$ cat src/rtl/line_pkg.sv
// Shared types for the line pixel sink: coordinate widths, FSM state and point record.
package line_pkg;

  localparam int unsigned X_W = 11;
  localparam int unsigned Y_W = 10;

  typedef enum logic [1:0] {
    ST_IDLE,
    ST_SCAN,
    ST_DONE
  } state_t;

  typedef struct packed {
    logic           last;
    logic [Y_W-1:0] y;
    logic [X_W-1:0] x;
  } pt_t;

  localparam int unsigned PT_W = $bits(pt_t);

  typedef enum logic [1:0] {
    CMP_AHEAD,
    CMP_EQUAL,
    CMP_BEHIND
  } cmp_t;

  // Raster order is row-major: a point is behind when its row is earlier,
  // or on the same row at an earlier column.
  function automatic cmp_t pt_compare(input pt_t p,
                                      input logic [X_W-1:0] x,
                                      input logic [Y_W-1:0] y);
    cmp_t r;
    if (p.y == y && p.x == x)
      r = CMP_EQUAL;
    else if (p.y < y || (p.y == y && p.x < x))
      r = CMP_BEHIND;
    else
      r = CMP_AHEAD;
    return r;
  endfunction

endpackage

$ cat src/rtl/line_pt_fifo.sv
// In-order point FIFO with synchronous reset and single-cycle flush.
module line_pt_fifo
  import line_pkg::*;
#(
  parameter int unsigned DEPTH = 16,
  parameter int unsigned AW    = $clog2(DEPTH)
) (
  input  logic clk_i,
  input  logic reset_i,
  input  logic push_i,
  input  pt_t  din_i,
  input  logic pop_i,
  input  logic flush_i,
  output logic full_o,
  output logic empty_o,
  output pt_t  head_o
);

  pt_t           mem_q [DEPTH];
  logic [AW-1:0] wr_ptr_q, wr_ptr_d;
  logic [AW-1:0] rd_ptr_q, rd_ptr_d;
  logic [AW:0]   cnt_q,    cnt_d;
  logic          push_ok, pop_ok;

  assign full_o  = (cnt_q == (AW+1)'(DEPTH));
  assign empty_o = (cnt_q == '0);
  assign head_o  = mem_q[rd_ptr_q];
  assign push_ok = push_i && !full_o;
  assign pop_ok  = pop_i && !empty_o;

  always_comb begin
    wr_ptr_d = wr_ptr_q;
    rd_ptr_d = rd_ptr_q;
    cnt_d    = cnt_q;
    if (flush_i) begin
      wr_ptr_d = '0;
      rd_ptr_d = '0;
      cnt_d    = '0;
    end else begin
      if (push_ok) wr_ptr_d = wr_ptr_q + AW'(1);
      if (pop_ok)  rd_ptr_d = rd_ptr_q + AW'(1);
      case ({push_ok, pop_ok})
        2'b10:   cnt_d = cnt_q + (AW+1)'(1);
        2'b01:   cnt_d = cnt_q - (AW+1)'(1);
        default: cnt_d = cnt_q;
      endcase
    end
  end

  always_ff @(posedge clk_i) begin
    if (reset_i) begin
      wr_ptr_q <= '0;
      rd_ptr_q <= '0;
      cnt_q    <= '0;
    end else begin
      wr_ptr_q <= wr_ptr_d;
      rd_ptr_q <= rd_ptr_d;
      cnt_q    <= cnt_d;
    end
  end

  always_ff @(posedge clk_i) begin
    if (push_ok && !flush_i)
      mem_q[wr_ptr_q] <= din_i;
  end

endmodule

$ cat src/rtl/line_pixel_sink.sv
// Matches queued line points against the raster and flags on-line pixels.
// Define LINE_SINK_MISS_CNT_EN to add the miss_cnt output (dropped-point count).
module line_pixel_sink
  import line_pkg::*;
#(
  parameter int unsigned DEPTH = 16,
  parameter int unsigned AW    = $clog2(DEPTH)
) (
  input  logic           clk,
  input  logic           reset,
  input  logic [X_W-1:0] x_cnt,
  input  logic [Y_W-1:0] y_cnt,
  input  logic           pt_valid,
  input  logic [X_W-1:0] pt_x,
  input  logic [Y_W-1:0] pt_y,
  input  logic           pt_last,
  output logic           pt_ready,
  output logic           pixel_on,
  output logic           frame_done,
  output logic           frame_abort
`ifdef LINE_SINK_MISS_CNT_EN
  ,
  output logic [15:0]    miss_cnt
`endif
);

  state_t state_q;
  logic   entry_q;
  logic   pixel_on_q, frame_done_q, frame_abort_q;

  logic   at_origin;
  logic   fifo_full, fifo_empty;
  pt_t    head, din;
  cmp_t   cmp;
  logic   push, pop, flush, match, drop;

  assign at_origin = (x_cnt == '0) && (y_cnt == '0);
  assign din       = '{last: pt_last, y: pt_y, x: pt_x};
  assign cmp       = pt_compare(head, x_cnt, y_cnt);
  assign pt_ready  = !fifo_full && (state_q != ST_DONE);
  assign push      = pt_valid && pt_ready;

  // A point offered on the abort cycle is accepted but discarded by the flush.
  always_comb begin
    pop   = 1'b0;
    flush = 1'b0;
    match = 1'b0;
    drop  = 1'b0;
    if (state_q == ST_SCAN) begin
      if (at_origin && !entry_q) begin
        flush = 1'b1;
      end else if (!fifo_empty) begin
        case (cmp)
          CMP_EQUAL: begin
            pop   = 1'b1;
            match = 1'b1;
          end
          CMP_BEHIND: begin
            pop  = 1'b1;
            drop = 1'b1;
          end
          default: ;
        endcase
      end
    end
  end

  line_pt_fifo #(
    .DEPTH (DEPTH),
    .AW    (AW)
  ) u_fifo (
    .clk_i   (clk),
    .reset_i (reset),
    .push_i  (push),
    .din_i   (din),
    .pop_i   (pop),
    .flush_i (flush),
    .full_o  (fifo_full),
    .empty_o (fifo_empty),
    .head_o  (head)
  );

  always_ff @(posedge clk) begin
    if (reset) begin
      state_q       <= ST_IDLE;
      entry_q       <= 1'b0;
      pixel_on_q    <= 1'b0;
      frame_done_q  <= 1'b0;
      frame_abort_q <= 1'b0;
    end else begin
      pixel_on_q    <= match;
      frame_done_q  <= pop && head.last;
      frame_abort_q <= flush;
      entry_q       <= 1'b0;
      case (state_q)
        ST_IDLE: begin
          if (at_origin) begin
            state_q <= ST_SCAN;
            entry_q <= 1'b1;
          end
        end
        ST_SCAN: begin
          if (flush)
            state_q <= ST_IDLE;
          else if (pop && head.last)
            state_q <= ST_DONE;
        end
        ST_DONE: begin
          if (at_origin)
            state_q <= ST_IDLE;
        end
        default: state_q <= ST_IDLE;
      endcase
    end
  end

  assign pixel_on    = pixel_on_q;
  assign frame_done  = frame_done_q;
  assign frame_abort = frame_abort_q;

`ifdef LINE_SINK_MISS_CNT_EN
  logic [15:0] miss_cnt_q;

  always_ff @(posedge clk) begin
    if (reset)
      miss_cnt_q <= '0;
    else if (state_q == ST_IDLE && at_origin)
      miss_cnt_q <= '0;
    else if (drop && miss_cnt_q != '1)
      miss_cnt_q <= miss_cnt_q + 16'd1;
  end

  assign miss_cnt = miss_cnt_q;
`endif

endmodule

$ cat config.mk
export PLATFORM = sky130hd
export DESIGN_NAME = line_pixel_sink
export DESIGN_NICKNAME = d
export VERILOG_FILES = /design/src/rtl/line_pkg.sv /design/src/rtl/line_pt_fifo.sv /design/src/rtl/line_pixel_sink.sv
export SDC_FILE = /design/constraint.sdc
export NUM_CORES = 1
export LEC_CHECK = 0
export CORE_MARGIN = 10
export CORE_UTILIZATION = 55
export DETAILED_ROUTE_END_ITERATION = 16
export PLACE_DENSITY = 0.74
export SLEW_MARGIN = 20
export SYNTH_ARGS = -nofsm -noshare
export SYNTH_HDL_FRONTEND = slang
export SYNTH_SLANG_ARGS = --single-unit
export TNS_END_PERCENT = 5
$ cat constraint.sdc
create_clock -name clk -period 6 [get_ports clk]
set_input_delay 1.5 -clock clk [delete_from_list [all_inputs] [get_ports clk]]
set_output_delay 1.5 -clock clk [all_outputs]
set_load 0.02 [all_outputs]
==> insert_results.sql, run 1 <==
INSERT INTO impl_metrics (metric_group, metric, value, unit) VALUES
('outcome', 'status', 'completed', ''),
('sta', 'rsz_0062_raised_after_global_routing', 'false', ''),
('route', 'wire_per_inst', '28.4', 'um'),
('global_routing', 'vias_in_the_first_global_route', '7678', ''),
('yosys', 'synth_sequential_area_ratio', '0.729', ''),
('worst_setup_path', 'worst_setup_path_start_kind', 'register', ''),
('clock_network', 'cts.sink_count', '375', ''),
('route', 'dr_total_vias', '7460', ''),
('worst_setup_path', 'worst-setup-path-type', 'reg2reg', ''),
('sta', 'hold_violations', '0', ''),
('sta', 'worst_clock_skew', '16.1', 'ps'),
('layout', 'area_grow_syn2layout', '15.5', '%'),
('route', 'routed_wirelength', '33200', 'um'),
('placement', 'routabilityCongestion', '0.913', ''),
('sta', 'slew_viols_final', '0', ''),
('worst_setup_path', 'critPathRequiredTime', '6400', 'ps'),
('sta', 'max-slew-margin-rel', '0.354', ''),
('yosys', 'synthAdderAreaFrac', '0.0261', ''),
('pwr', 'vdd.ir_drop.worst', '0.000215', 'V'),
('yosys', 'synth-edff-count', '352', ''),
('floorplanning', 'chipHeight', '186', 'um'),
('layout', 'num-nets-final', '877', ''),
('route', 'drt_first_pass_iters', '5', ''),
('yosys', 'yosysMostFrequentCell', 'sky130_fd_sc_hd__edfxtp_1', ''),
('global_routing', 'antenna_found_initial', '1', ''),
('sta', 'finalHoldWorstSlack', '480', 'ps'),
('clock_network', 'clk_latency', '520', 'ps'),
('global_routing', 'first_pass_grt_wire_length', '49900', 'um'),
('clock_network', 'post-cts-setup-buffer-count', '0', ''),
('min_path', 'timing.hold.worst.class', 'reg2reg', ''),
('clock_network', 'cts_repair_resize_count', '0', ''),
('yosys', 'synth_top_area_frac', '0.699', ''),
('placement', 'dp.final_hpwl', '19200', 'um'),
('pwr', 'design_power_total', '5620', 'uW'),
('sta', 'fmax', '0.183', 'GHz'),
('floorplanning', 'floorplan.die.width', '186', 'um'),
('job', 'timing.max_cap.violations', '0', ''),
('layout', 'post_layout_nonfiller_instances', '1169', ''),
('floorplanning', 'floorplan.die_area', '0.0345', 'sq mm'),
('layout', 'insertedDiodeCount', '0', ''),
('layout', 'drive_gt1_frac', '0.220', ''),
('yosys', 'synth_simple_gate_area_share', '0.0326', ''),
('sta', 'final.period_utilization', '0.913', ''),
('yosys', 'netlist-cell-type-count', '41', ''),
('clock_network', 'post_cts_hold_buffer_count', '0', ''),
('floorplanning', 'start_util', '0.560', ''),
('sta', 'worst-slew-pin-transition', '964', 'ps'),
('floorplanning', 'fp-row-count', '60', ''),
('global_routing', 'grt.total_usage', '0.199', ''),
('yosys', 'ys_ff_latch', '375', ''),
('clock_network', 'cts_tree', 'done', ''),
('placement', 'io_buffers', '49', ''),
('yosys', 'post_synth_instance_area', '0.0151', 'sq mm'),
('yosys', 'asyncSetResetFlopFracSynth', '0', ''),
('global_routing', 'grt_start_max_net_pins', '78', ''),
('yosys', 'yosysTopAreaCell', 'sky130_fd_sc_hd__edfxtp_1', ''),
('clock_network', 'cts.root.buffer_cell', 'sky130_fd_sc_hd__clkbuf_16', ''),
('yosys', 'synth_top_family_by_area', 'multiplexers', ''),
('route', 'drtIter0Drc', '818', ''),
('global_routing', 'grt-ovfl-total', '0', ''),
('clock_network', 'clkSlewWorstSetupHoldPaths', '60', 'ps'),
('placement', 'dp_worst_setup_slack', '492', 'ps'),
('yosys', 'synth.mux.area_fraction', '0.174', ''),
('yosys', 'yosysWarningCount', '0', ''),
('floorplanning', 'core-area', '0.0270', 'sq mm'),
('clock_network', 'htree_num_levels', '2', ''),
('yosys', 'gate_count_after_technology_mapping', '718', ''),
('route', 'drt-vias-per-instance', '6.38', ''),
('worst_setup_path', 'slowest_cell_on_crit_path', 'sky130_fd_sc_hd__dfxtp_4', ''),
('sta', 'finalWorstPathRequiredPeriod', '5480', 'ps'),
('sta', 'setup_viol', '0', '');
==> flip-flops by register name, indices dropped and copies added, names as in the netlist, named ones only <==
register         cells
pixel_on             1
entry_q              1
state_q              2
frame_done           1
frame_abort          1
u_fifo.wr_ptr_q      4
u_fifo.rd_ptr_q      4
u_fifo.cnt_q         5
u_fifo.mem_q       352
==> worst max-delay path, delay by kind of cell, from the launching register on <==
kind	cells	cell delay, ps
buf+inv	2	440
fa+ha+maj	3	1050
simple gates	6	1040
mux	2	1130
flops	1	620
compound gates	3	880
xor+xnor	1	150
==> metal layers <==
layer,wire (um),global-route usage
met1,13200,0.268
met2,16500,0.328
met3,2690,0.0355
met4,728,0.0571
met5,12,0
==> worst paths after layout <==
path | slack, ps | depth (start not counted) | to | from
hold / removal | 480 | 2 | u_fifo.rd_ptr_q[3] | u_fifo.rd_ptr_q[3]
setup reg to reg | 520 | 17 | u_fifo.cnt_q[4] | register
hold reg to reg | 480 | 2 | u_fifo.rd_ptr_q[3] | u_fifo.rd_ptr_q[3]
setup / recovery | 520 | 17 | u_fifo.cnt_q[4] | register
==> cell type report <==
type                            instances  area [sq um]
Inverter                               30           113
Fill cell                            1718          9560
Clock inverter                         25           363
Multi-Input combinational cell        282          3840
Sequential cell                       375         11000
Clock buffer                           42           987
Tap cell                              341           427
Timing Repair Buffer                   74           703
==> cell usage in the layout (no fill, tap or decap), drive strengths merged, types with 9 or more instances in the layout <==
| cell type | netlist | routed |
|---|---|---|
| edfxtp | 352 | 352 |
| mux4 | 109 | 109 |
| clkdlybuf4s50 | 0 | 49 |
| clkbuf | 6 | 42 |
| inv | 30 | 31 |
| ha | 30 | 30 |
| nor2 | 27 | 27 |
| buf | 25 | 25 |
| dfxtp | 23 | 23 |
| a21oi | 17 | 17 |
| nand2 | 16 | 16 |
| nor3 | 10 | 10 |
| nand2b | 9 | 9 |
| bufinv | 0 | 9 |
| clkinv | 0 | 9 |
==> power breakdown <==
| part | switching [uW] | internal, uW |
|---|---|---|
| sequential | 10.6 | 2890 |
| combinational | 115 | 78.1 |
| clock | 946 | 1570 |
==> cells by family (layout without fill, tap and decap cells) <==
| family | Yosys count | in the layout |
|---|---|---|
| buf+inv | 61 | 171 |
| compound gates | 35 | 35 |
| simple gates | 96 | 96 |
| mux | 114 | 114 |
| flops | 375 | 375 |
| xor+xnor | 6 | 6 |
| fa+ha+maj | 31 | 31 |
==> stage by stage <==
step | utilization | instance area (sq um)
after CTS | 0.646 | 17400
after detailed placement | 0.596 | 16100
after floorplan | - | 15100
final | 0.646 | 17500
after global routing | 0.646 | 17500
after global placement | 0.596 | 16100
Note: power is estimated with default switching activity, not from simulation.
==> run 2, diff against run 1 <==
- MAX_ROUTING_LAYER: not set -> met4
- REMOVE_ABC_BUFFERS: not set -> 1
- SETUP_SLACK_MARGIN: not set -> 0.2
==> run 2 against run 1 <==
Effect of this change: power is 4.7% lower; wire length is 0.93% lower; maximum frequency is 1.3% higher; cell count is 0.17% higher; clock skew is 2.2 ps higher; die area stayed put; worst hold slack better by 13 ps; global-route usage is 0.22 points higher; critical path type unchanged; largest cell class unchanged; largest power group unchanged.
==> insert_results.sql, run 2 (synthesis results as in run 1) <==
INSERT INTO impl_metrics (metric_group, metric, value, unit) VALUES
('route', 'drt_first_pass_iters', '5', ''),
('worst_setup_path', 'critical-path-max-stage-delay', '580', 'ps'),
('route', 'wire_per_inst', '28.1', 'um'),
('floorplanning', 'io-pin-count', '50', ''),
('placement', 'io_buffers', '49', ''),
('sta', 'setup_viol', '0', ''),
('min_path', 'timing.hold.worst.class', 'reg2reg', ''),
('layout', 'area_grow_syn2layout', '14.6', '%'),
('sta', 'fmax', '0.185', 'GHz'),
('route', 'drt-vias-per-instance', '6.29', ''),
('floorplanning', 'start_util', '0.560', ''),
('layout', 'top_register', 'u_fifo.mem_q', ''),
('worst_setup_path', 'setup.reg_to_reg.worst_slack', '590', 'ps'),
('clock_network', 'cts_buffers', '37', ''),
('placement', 'routabilityCongestion', '0.903', ''),
('layout', 'layout.cells.most_common', 'sky130_fd_sc_hd__edfxtp_1', ''),
('worst_setup_path', 'slowest_cell_on_crit_path', 'sky130_fd_sc_hd__mux4_2', ''),
('clock_network', 'cts_repair_resize_count', '0', ''),
('route', 'dr_total_vias', '7361', ''),
('floorplanning', 'fp-row-count', '60', ''),
('sta', 'slew_viols_final', '0', ''),
('clock_network', 'post-cts-setup-buffer-count', '0', ''),
('global_routing', 'grt-ovfl-total', '0', ''),
('clock_network', 'cts_tree', 'done', ''),
('sta', 'postLayoutSetupSlackWorst', '591', 'ps'),
('worst_setup_path', 'path_max_fanout', '25', ''),
('layout', 'num-nets-final', '878', ''),
('placement', 'place_area', '0.0161', 'sq mm'),
('route', 'drtAntennaViolNets', '0', ''),
('worst_setup_path', 'endpoint_kind', 'register', ''),
('clock_network', 'clk_latency', '520', 'ps'),
('sta', 'worst-slew-pin-transition', '778', 'ps'),
('clock_network', 'post_cts_hold_buffer_count', '0', ''),
('clock_network', 'htree_num_levels', '2', ''),
('clock_network', 'clk_path_buf_depth', '3', ''),
('layout', 'biggestRegsByFlops', 'u_fifo.mem_q x352, u_fifo.cnt_q x5', ''),
('worst_setup_path', 'worst_r2r_endpoint', 'u_fifo.cnt_q[4]', ''),
('route', 'routed_wirelength', '32900', 'um'),
('sta', 'hold_violations', '0', ''),
('floorplanning', 'chipHeight', '186', 'um'),
('layout', 'mostFrequentLayoutCells', '352 x sky130_fd_sc_hd__edfxtp_1, 77 x sky130_fd_sc_hd__mux4_2, 49 x sky130_fd_sc_hd__clkdlybuf4s50_1', ''),
('sta', 'worst_clock_skew', '18.3', 'ps'),
('pwr', 'p_leak', '0.00557', 'uW'),
('worst_setup_path', 'critPathRequiredTime', '6390', 'ps'),
('sta', 'max-slew-margin-rel', '0.482', ''),
('placement', 'dp.final_hpwl', '18700', 'um'),
('clock_network', 'cts.root.buffer_cell', 'sky130_fd_sc_hd__clkbuf_16', ''),
('route', 'route.detailed.drc', '0', ''),
('layout', 'utilization', '0.641', ''),
('global_routing', 'first_pass_grt_wire_length', '48900', 'um'),
('pwr', 'cell_area_power_density', '309', 'mW/mm^2'),
('floorplanning', 'floorplan.die.width', '186', 'um'),
('pwr', 'vdd.ir_drop.worst', '0.000163', 'V'),
('layout', 'drive_gt1_frac', '0.218', ''),
('global_routing', 'antenna_found_initial', '1', ''),
('sta', 'finalWorstPathRequiredPeriod', '5410', 'ps'),
('route', 'drtIter0Drc', '842', ''),
('worst_setup_path', 'path_cells', 'buf_4 > mux4_2 > mux4_2 > ha_1 > nand4_1 > nor4_1 > o2111ai_1 > a21oi_1 > ha_1 > inv_1 > fa_1 > nor2b_1 > o21ai_0 > and3_1 > nor3_1 > xnor2_1 > nor2_1', ''),
('pwr', 'design_power_total', '5350', 'uW'),
('global_routing', 'vias_in_the_first_global_route', '7697', ''),
('sta', 'rsz_0062_raised_after_global_routing', 'false', ''),
('worst_setup_path', 'cp_data_arrival_time', '5800', 'ps'),
('clock_network', 'cts.sink_count', '375', ''),
('floorplanning', 'core-area', '0.0270', 'sq mm'),
('worst_setup_path', 'length_in_cells_of_the_worst_reg_to_reg_path', '17', ''),
('floorplanning', 'floorplan.die_area', '0.0345', 'sq mm'),
('outcome', 'status', 'completed', ''),
('worst_setup_path', 'worst_setup_path_start_kind', 'register', ''),
('worst_setup_path', 'setup.worst_path.end', 'u_fifo.cnt_q[4]', ''),
('clock_network', 'clkSlewWorstSetupHoldPaths', '60', 'ps'),
('layout', 'post_layout_nonfiller_instances', '1171', ''),
('placement', 'dp_worst_setup_slack', '520', 'ps'),
('layout', 'max_ffs_per_register', '352', ''),
('layout', 'stdcell_area', '0.0173', 'sq mm'),
('worst_setup_path', 'worst-setup-path-type', 'reg2reg', ''),
('global_routing', 'grt.total_usage', '0.201', ''),
('global_routing', 'grt_start_max_net_pins', '54', ''),
('placement', 'placed_cells', '1102', ''),
('job', 'timing.max_cap.violations', '0', ''),
('sta', 'final.period_utilization', '0.901', '');
-- run 2: cell count changes in the layout (fill, tap and decap cells not counted), moves of 2 or more --
cell / previous run / this run
sky130_fd_sc_hd__bufinv_16: 9 / 4
sky130_fd_sc_hd__clkbuf_16: 39 / 37
sky130_fd_sc_hd__clkinv_8: 0 / 2
sky130_fd_sc_hd__clkinvlp_4: 6 / 2
sky130_fd_sc_hd__clkinv_2: 4 / 10
-- run 2: worst max-delay path: cells and delay by family (launching register included) --
kind,cells,cell delay (ps)
simple gates,6,1140
mux,2,1120
fa+ha+maj,3,1060
compound gates,3,870
buf+inv,2,530
flops,1,380
xor+xnor,1,150
-- run 2: report_power, final --
part	internal [uW]	switching (uW)
combinational	77.7	116
sequential	2890	10.4
clock	1320	942
total	4280	1070
-- run 2: how the worst min path moves through the flow --
| stage | from | depth (start not counted) | endpoint | slack, ps |
|---|---|---|---|---|
| 6_report | u_fifo.rd_ptr_q[3] | 2 | u_fifo.rd_ptr_q[3] | 490 |
| 5_1_grt | u_fifo.rd_ptr_q[2] | 2 | register | 510 |
| 4_1_cts | u_fifo.rd_ptr_q[3] | 2 | u_fifo.rd_ptr_q[3] | 490 |
| 3_5_place_dp | state_q[1] | 1 | entry_q | 480 |
| 3_3_place_gp | state_q[1] | 1 | entry_q | 450 |
| 2_1_floorplan | state_q[1] | 1 | entry_q | 430 |
-- run 2: layer usage --
metal | global-route usage | vias up | share of wire
li1 | - | 3141 | -
met1 | 0.247 | 3848 | 0.39
met4 | 0.0632 | 0 | 0.030
met2 | 0.330 | 305 | 0.51
met5 | - | - | 0
met3 | 0.0439 | 67 | 0.076
-- run 2: stage by stage --
stage / TNS, ps / hold slack (ps)
after floorplan: -4970 / 435
after global routing: 0 / 513
after global placement: 0 / 449
after detailed placement: 0 / 480
final: 0 / 494
after CTS: 0 / 490
-- run 2: area by class of cell --
class	instances	area, sq um
antenna	1	2.50
clock buffer	41	941
clock inverter	26	258
multi-input combinational	282	3840
sequential	375	11000
timing repair buffer	75	711
inverter	30	113
fill	1763	9700
tap	341	427
==> run 3, diff against run 2 <==
- clock period: 6 -> 5.46 ns (I/O delays scaled with it)
==> run 3 against run 2 <==
Effect of this change: via count grew 0.22%; largest power group unchanged; utilization grew 0.66 points; register-to-register slack lost 160 ps; combinational power grew 11%; worst hold slack lost 3.7 ps; sequential share of layout area shrank 0.63 points; non-clock buffer count grew 13; cell count grew 1.3%; critical path depth grew 3; sequential power grew 10%; flip-flop and latch count is the same.
==> insert_results.sql, run 3 (synthesis results as in run 1) <==
INSERT INTO impl_metrics (metric_group, metric, value, unit) VALUES
('outcome', 'status', 'completed', ''),
('worst_setup_path', 'setup.worst_path.end', 'u_fifo.cnt_q[4]', ''),
('worst_setup_path', 'setup.reg_to_reg.worst_slack', '430', 'ps'),
('layout', 'max_ffs_per_register', '352', ''),
('worst_setup_path', 'length_in_cells_of_the_worst_reg_to_reg_path', '20', ''),
('worst_setup_path', 'critical_path_depth', '20', ''),
('sta', 'fmax', '0.199', 'GHz'),
('worst_setup_path', 'critical-path-max-stage-delay', '570', 'ps'),
('clock_network', 'cts_buffers', '38', ''),
('worst_setup_path', 'path_cells', 'clkbuf_4 > buf_4 > clkbuf_16 > mux4_1 > mux4_2 > ha_1 > nand4_1 > nor2_1 > o21ai_0 > o2111ai_2 > a21oi_2 > ha_2 > inv_1 > fa_1 > nor2b_2 > o21ai_0 > and3_1 > nor3_2 > xnor2_1 > nor2_1', ''),
('global_routing', 'vias_in_the_first_global_route', '7827', ''),
('floorplanning', 'io-pin-count', '50', ''),
('route', 'drt-vias-per-instance', '6.22', ''),
('sta', 'worst_clock_skew', '14.1', 'ps'),
('route', 'drt_first_pass_iters', '5', ''),
('pwr', 'design_power_total', '5860', 'uW'),
('layout', 'number_of_inserted_filler_cells_in_the_final_layout', '1755', ''),
('layout', 'biggestRegsByFlops', 'u_fifo.mem_q x352, u_fifo.cnt_q x5', ''),
('floorplanning', 'core-area', '0.0270', 'sq mm'),
('floorplanning', 'floorplan.die.width', '186', 'um'),
('sta', 'rsz_0062_raised_after_global_routing', 'false', ''),
('sta', 'finalWorstPathRequiredPeriod', '5030', 'ps'),
('clock_network', 'cts.root.buffer_cell', 'sky130_fd_sc_hd__clkbuf_16', ''),
('clock_network', 'cts_tree', 'done', ''),
('placement', 'dp.final_hpwl', '19100', 'um'),
('floorplanning', 'start_util', '0.560', ''),
('sta', 'max-slew-margin-rel', '0.270', ''),
('sta', 'hold_violations', '0', ''),
('placement', 'routabilityCongestion', '0.911', ''),
('worst_setup_path', 'cp_data_arrival_time', '5440', 'ps'),
('pwr', 'vdd.ir_drop.worst', '0.000191', 'V'),
('clock_network', 'post_cts_hold_buffer_count', '0', ''),
('pwr', 'p_leak', '0.00564', 'uW'),
('worst_setup_path', 'critPathRequiredTime', '5870', 'ps'),
('sta', 'final.period_utilization', '0.922', ''),
('pwr', 'cell_area_power_density', '335', 'mW/mm^2'),
('layout', 'area_grow_syn2layout', '15.7', '%'),
('global_routing', 'grt-ovfl-total', '0', ''),
('worst_setup_path', 'worst-setup-path-type', 'reg2reg', ''),
('worst_setup_path', 'worst_setup_path_start_kind', 'register', ''),
('floorplanning', 'chipHeight', '186', 'um'),
('sta', 'setup_viol', '0', ''),
('global_routing', 'first_pass_grt_wire_length', '49900', 'um'),
('route', 'drtIter0Drc', '898', ''),
('worst_setup_path', 'path_max_fanout', '15', ''),
('floorplanning', 'floorplan.die_area', '0.0345', 'sq mm'),
('sta', 'slew_viols_final', '0', ''),
('floorplanning', 'fp-row-count', '60', ''),
('route', 'wire_per_inst', '28.9', 'um'),
('worst_setup_path', 'critical_path_buffer_and_inverter_count', '4', ''),
('worst_setup_path', 'worst_r2r_endpoint', 'u_fifo.cnt_q[4]', ''),
('layout', 'drive_gt1_frac', '0.227', ''),
('sta', 'worst-slew-pin-transition', '1090', 'ps'),
('route', 'routed_wirelength', '34300', 'um'),
('worst_setup_path', 'slowest_cell_on_crit_path', 'sky130_fd_sc_hd__mux4_1', ''),
('layout', 'num-nets-final', '892', ''),
('clock_network', 'htree_num_levels', '2', ''),
('global_routing', 'grt_start_max_net_pins', '39', ''),
('layout', 'utilization', '0.648', ''),
('route', 'route.detailed.drc', '0', ''),
('layout', 'top_register', 'u_fifo.mem_q', ''),
('route', 'dr_total_vias', '7377', ''),
('clock_network', 'clk_path_buf_depth', '3', ''),
('layout', 'layout.cells.most_common', 'sky130_fd_sc_hd__edfxtp_1', ''),
('min_path', 'timing.hold.worst.class', 'reg2reg', ''),
('global_routing', 'antenna_found_initial', '1', ''),
('job', 'timing.max_cap.violations', '0', ''),
('placement', 'io_buffers', '49', ''),
('worst_setup_path', 'timing.critical_path.max_delay_family', 'multiplexers', ''),
('worst_setup_path', 'endpoint_kind', 'register', ''),
('clock_network', 'cts.sink_count', '375', ''),
('global_routing', 'grt.total_usage', '0.205', ''),
('clock_network', 'clkSlewWorstSetupHoldPaths', '60', 'ps'),
('layout', 'mostFrequentLayoutCells', '352 x sky130_fd_sc_hd__edfxtp_1, 77 x sky130_fd_sc_hd__mux4_2, 49 x sky130_fd_sc_hd__clkdlybuf4s50_1', ''),
('clock_network', 'clk_latency', '520', 'ps'),
('route', 'drtAntennaViolNets', '0', '');
## run 3: per-layer routing
layer	global-route usage	part of all wire
met1	0.258	0.40
met2	0.342	0.51
met3	0.0312	0.063
met4	0.0613	0.027
met5	-	0
## run 3: worst min-delay path by stage
| stage | startpoint | to | slack, ps | cells past startpoint |
|---|---|---|---|---|
| 3_5_place_dp | u_fifo.rd_ptr_q[3] | u_fifo.rd_ptr_q[3] | 470 | 2 |
| 3_3_place_gp | state_q[1] | entry_q | 450 | 1 |
| 6_report | u_fifo.rd_ptr_q[3] | register | 490 | 2 |
| 5_1_grt | u_fifo.rd_ptr_q[3] | register | 510 | 2 |
| 4_1_cts | u_fifo.rd_ptr_q[3] | register | 480 | 2 |
| 2_1_floorplan | state_q[1] | entry_q | 430 | 1 |
## run 3: timing repair
item	in CTS	in global routing
setup buffers	1	12
setup endpoints to repair	1	1
endpoints found under the hold margin	0	0
gates resized for setup	0	9
pin swaps	0	1
cloned	0	1
## run 3: worst min-delay path: stages (launching register included)
cell and delay (ps):
sky130_fd_sc_hd__dfxtp_1 300, sky130_fd_sc_hd__nand2_1 50, sky130_fd_sc_hd__mux2i_1 80
## run 3: where the power goes
| group | internal (uW) | switching (uW) |
|---|---|---|
| Clock | 1430 | 1020 |
| Sequential | 3180 | 11.7 |
| Combinational | 85.7 | 130 |
## run 3: cell type report
type	count	area (sq um)	share of cell area
sequential	375	11000	0.631
multi-input combinational	282	3860	0.221
inverter	30	113	0.00643
tap	341	427	0.0244
timing repair buffer	88	875	0.0500
clock inverter	19	188	0.0107
clock buffer	50	996	0.0569
antenna	1	2.50	0.000143
## run 3: metrics by stage
| stage | std cells | worst slack (ps) | instance area, sq um | hold WS, ps | setup TNS, ps |
|---|---|---|---|---|---|
| 2_1_floorplan | 687 | -1900 | 14900 | 435 | -12880 |
| 3_3_place_gp | 1102 | 437 | 16100 | 451 | 0 |
| 3_5_place_dp | 1102 | 108 | 16100 | 475 | 0 |
| 4_1_cts | 1172 | 213 | 17300 | 482 | 0 |
| 5_1_grt | 1186 | 224 | 17500 | 506 | 0 |
| 6_report | 1186 | 428 | 17500 | 490 | 0 |
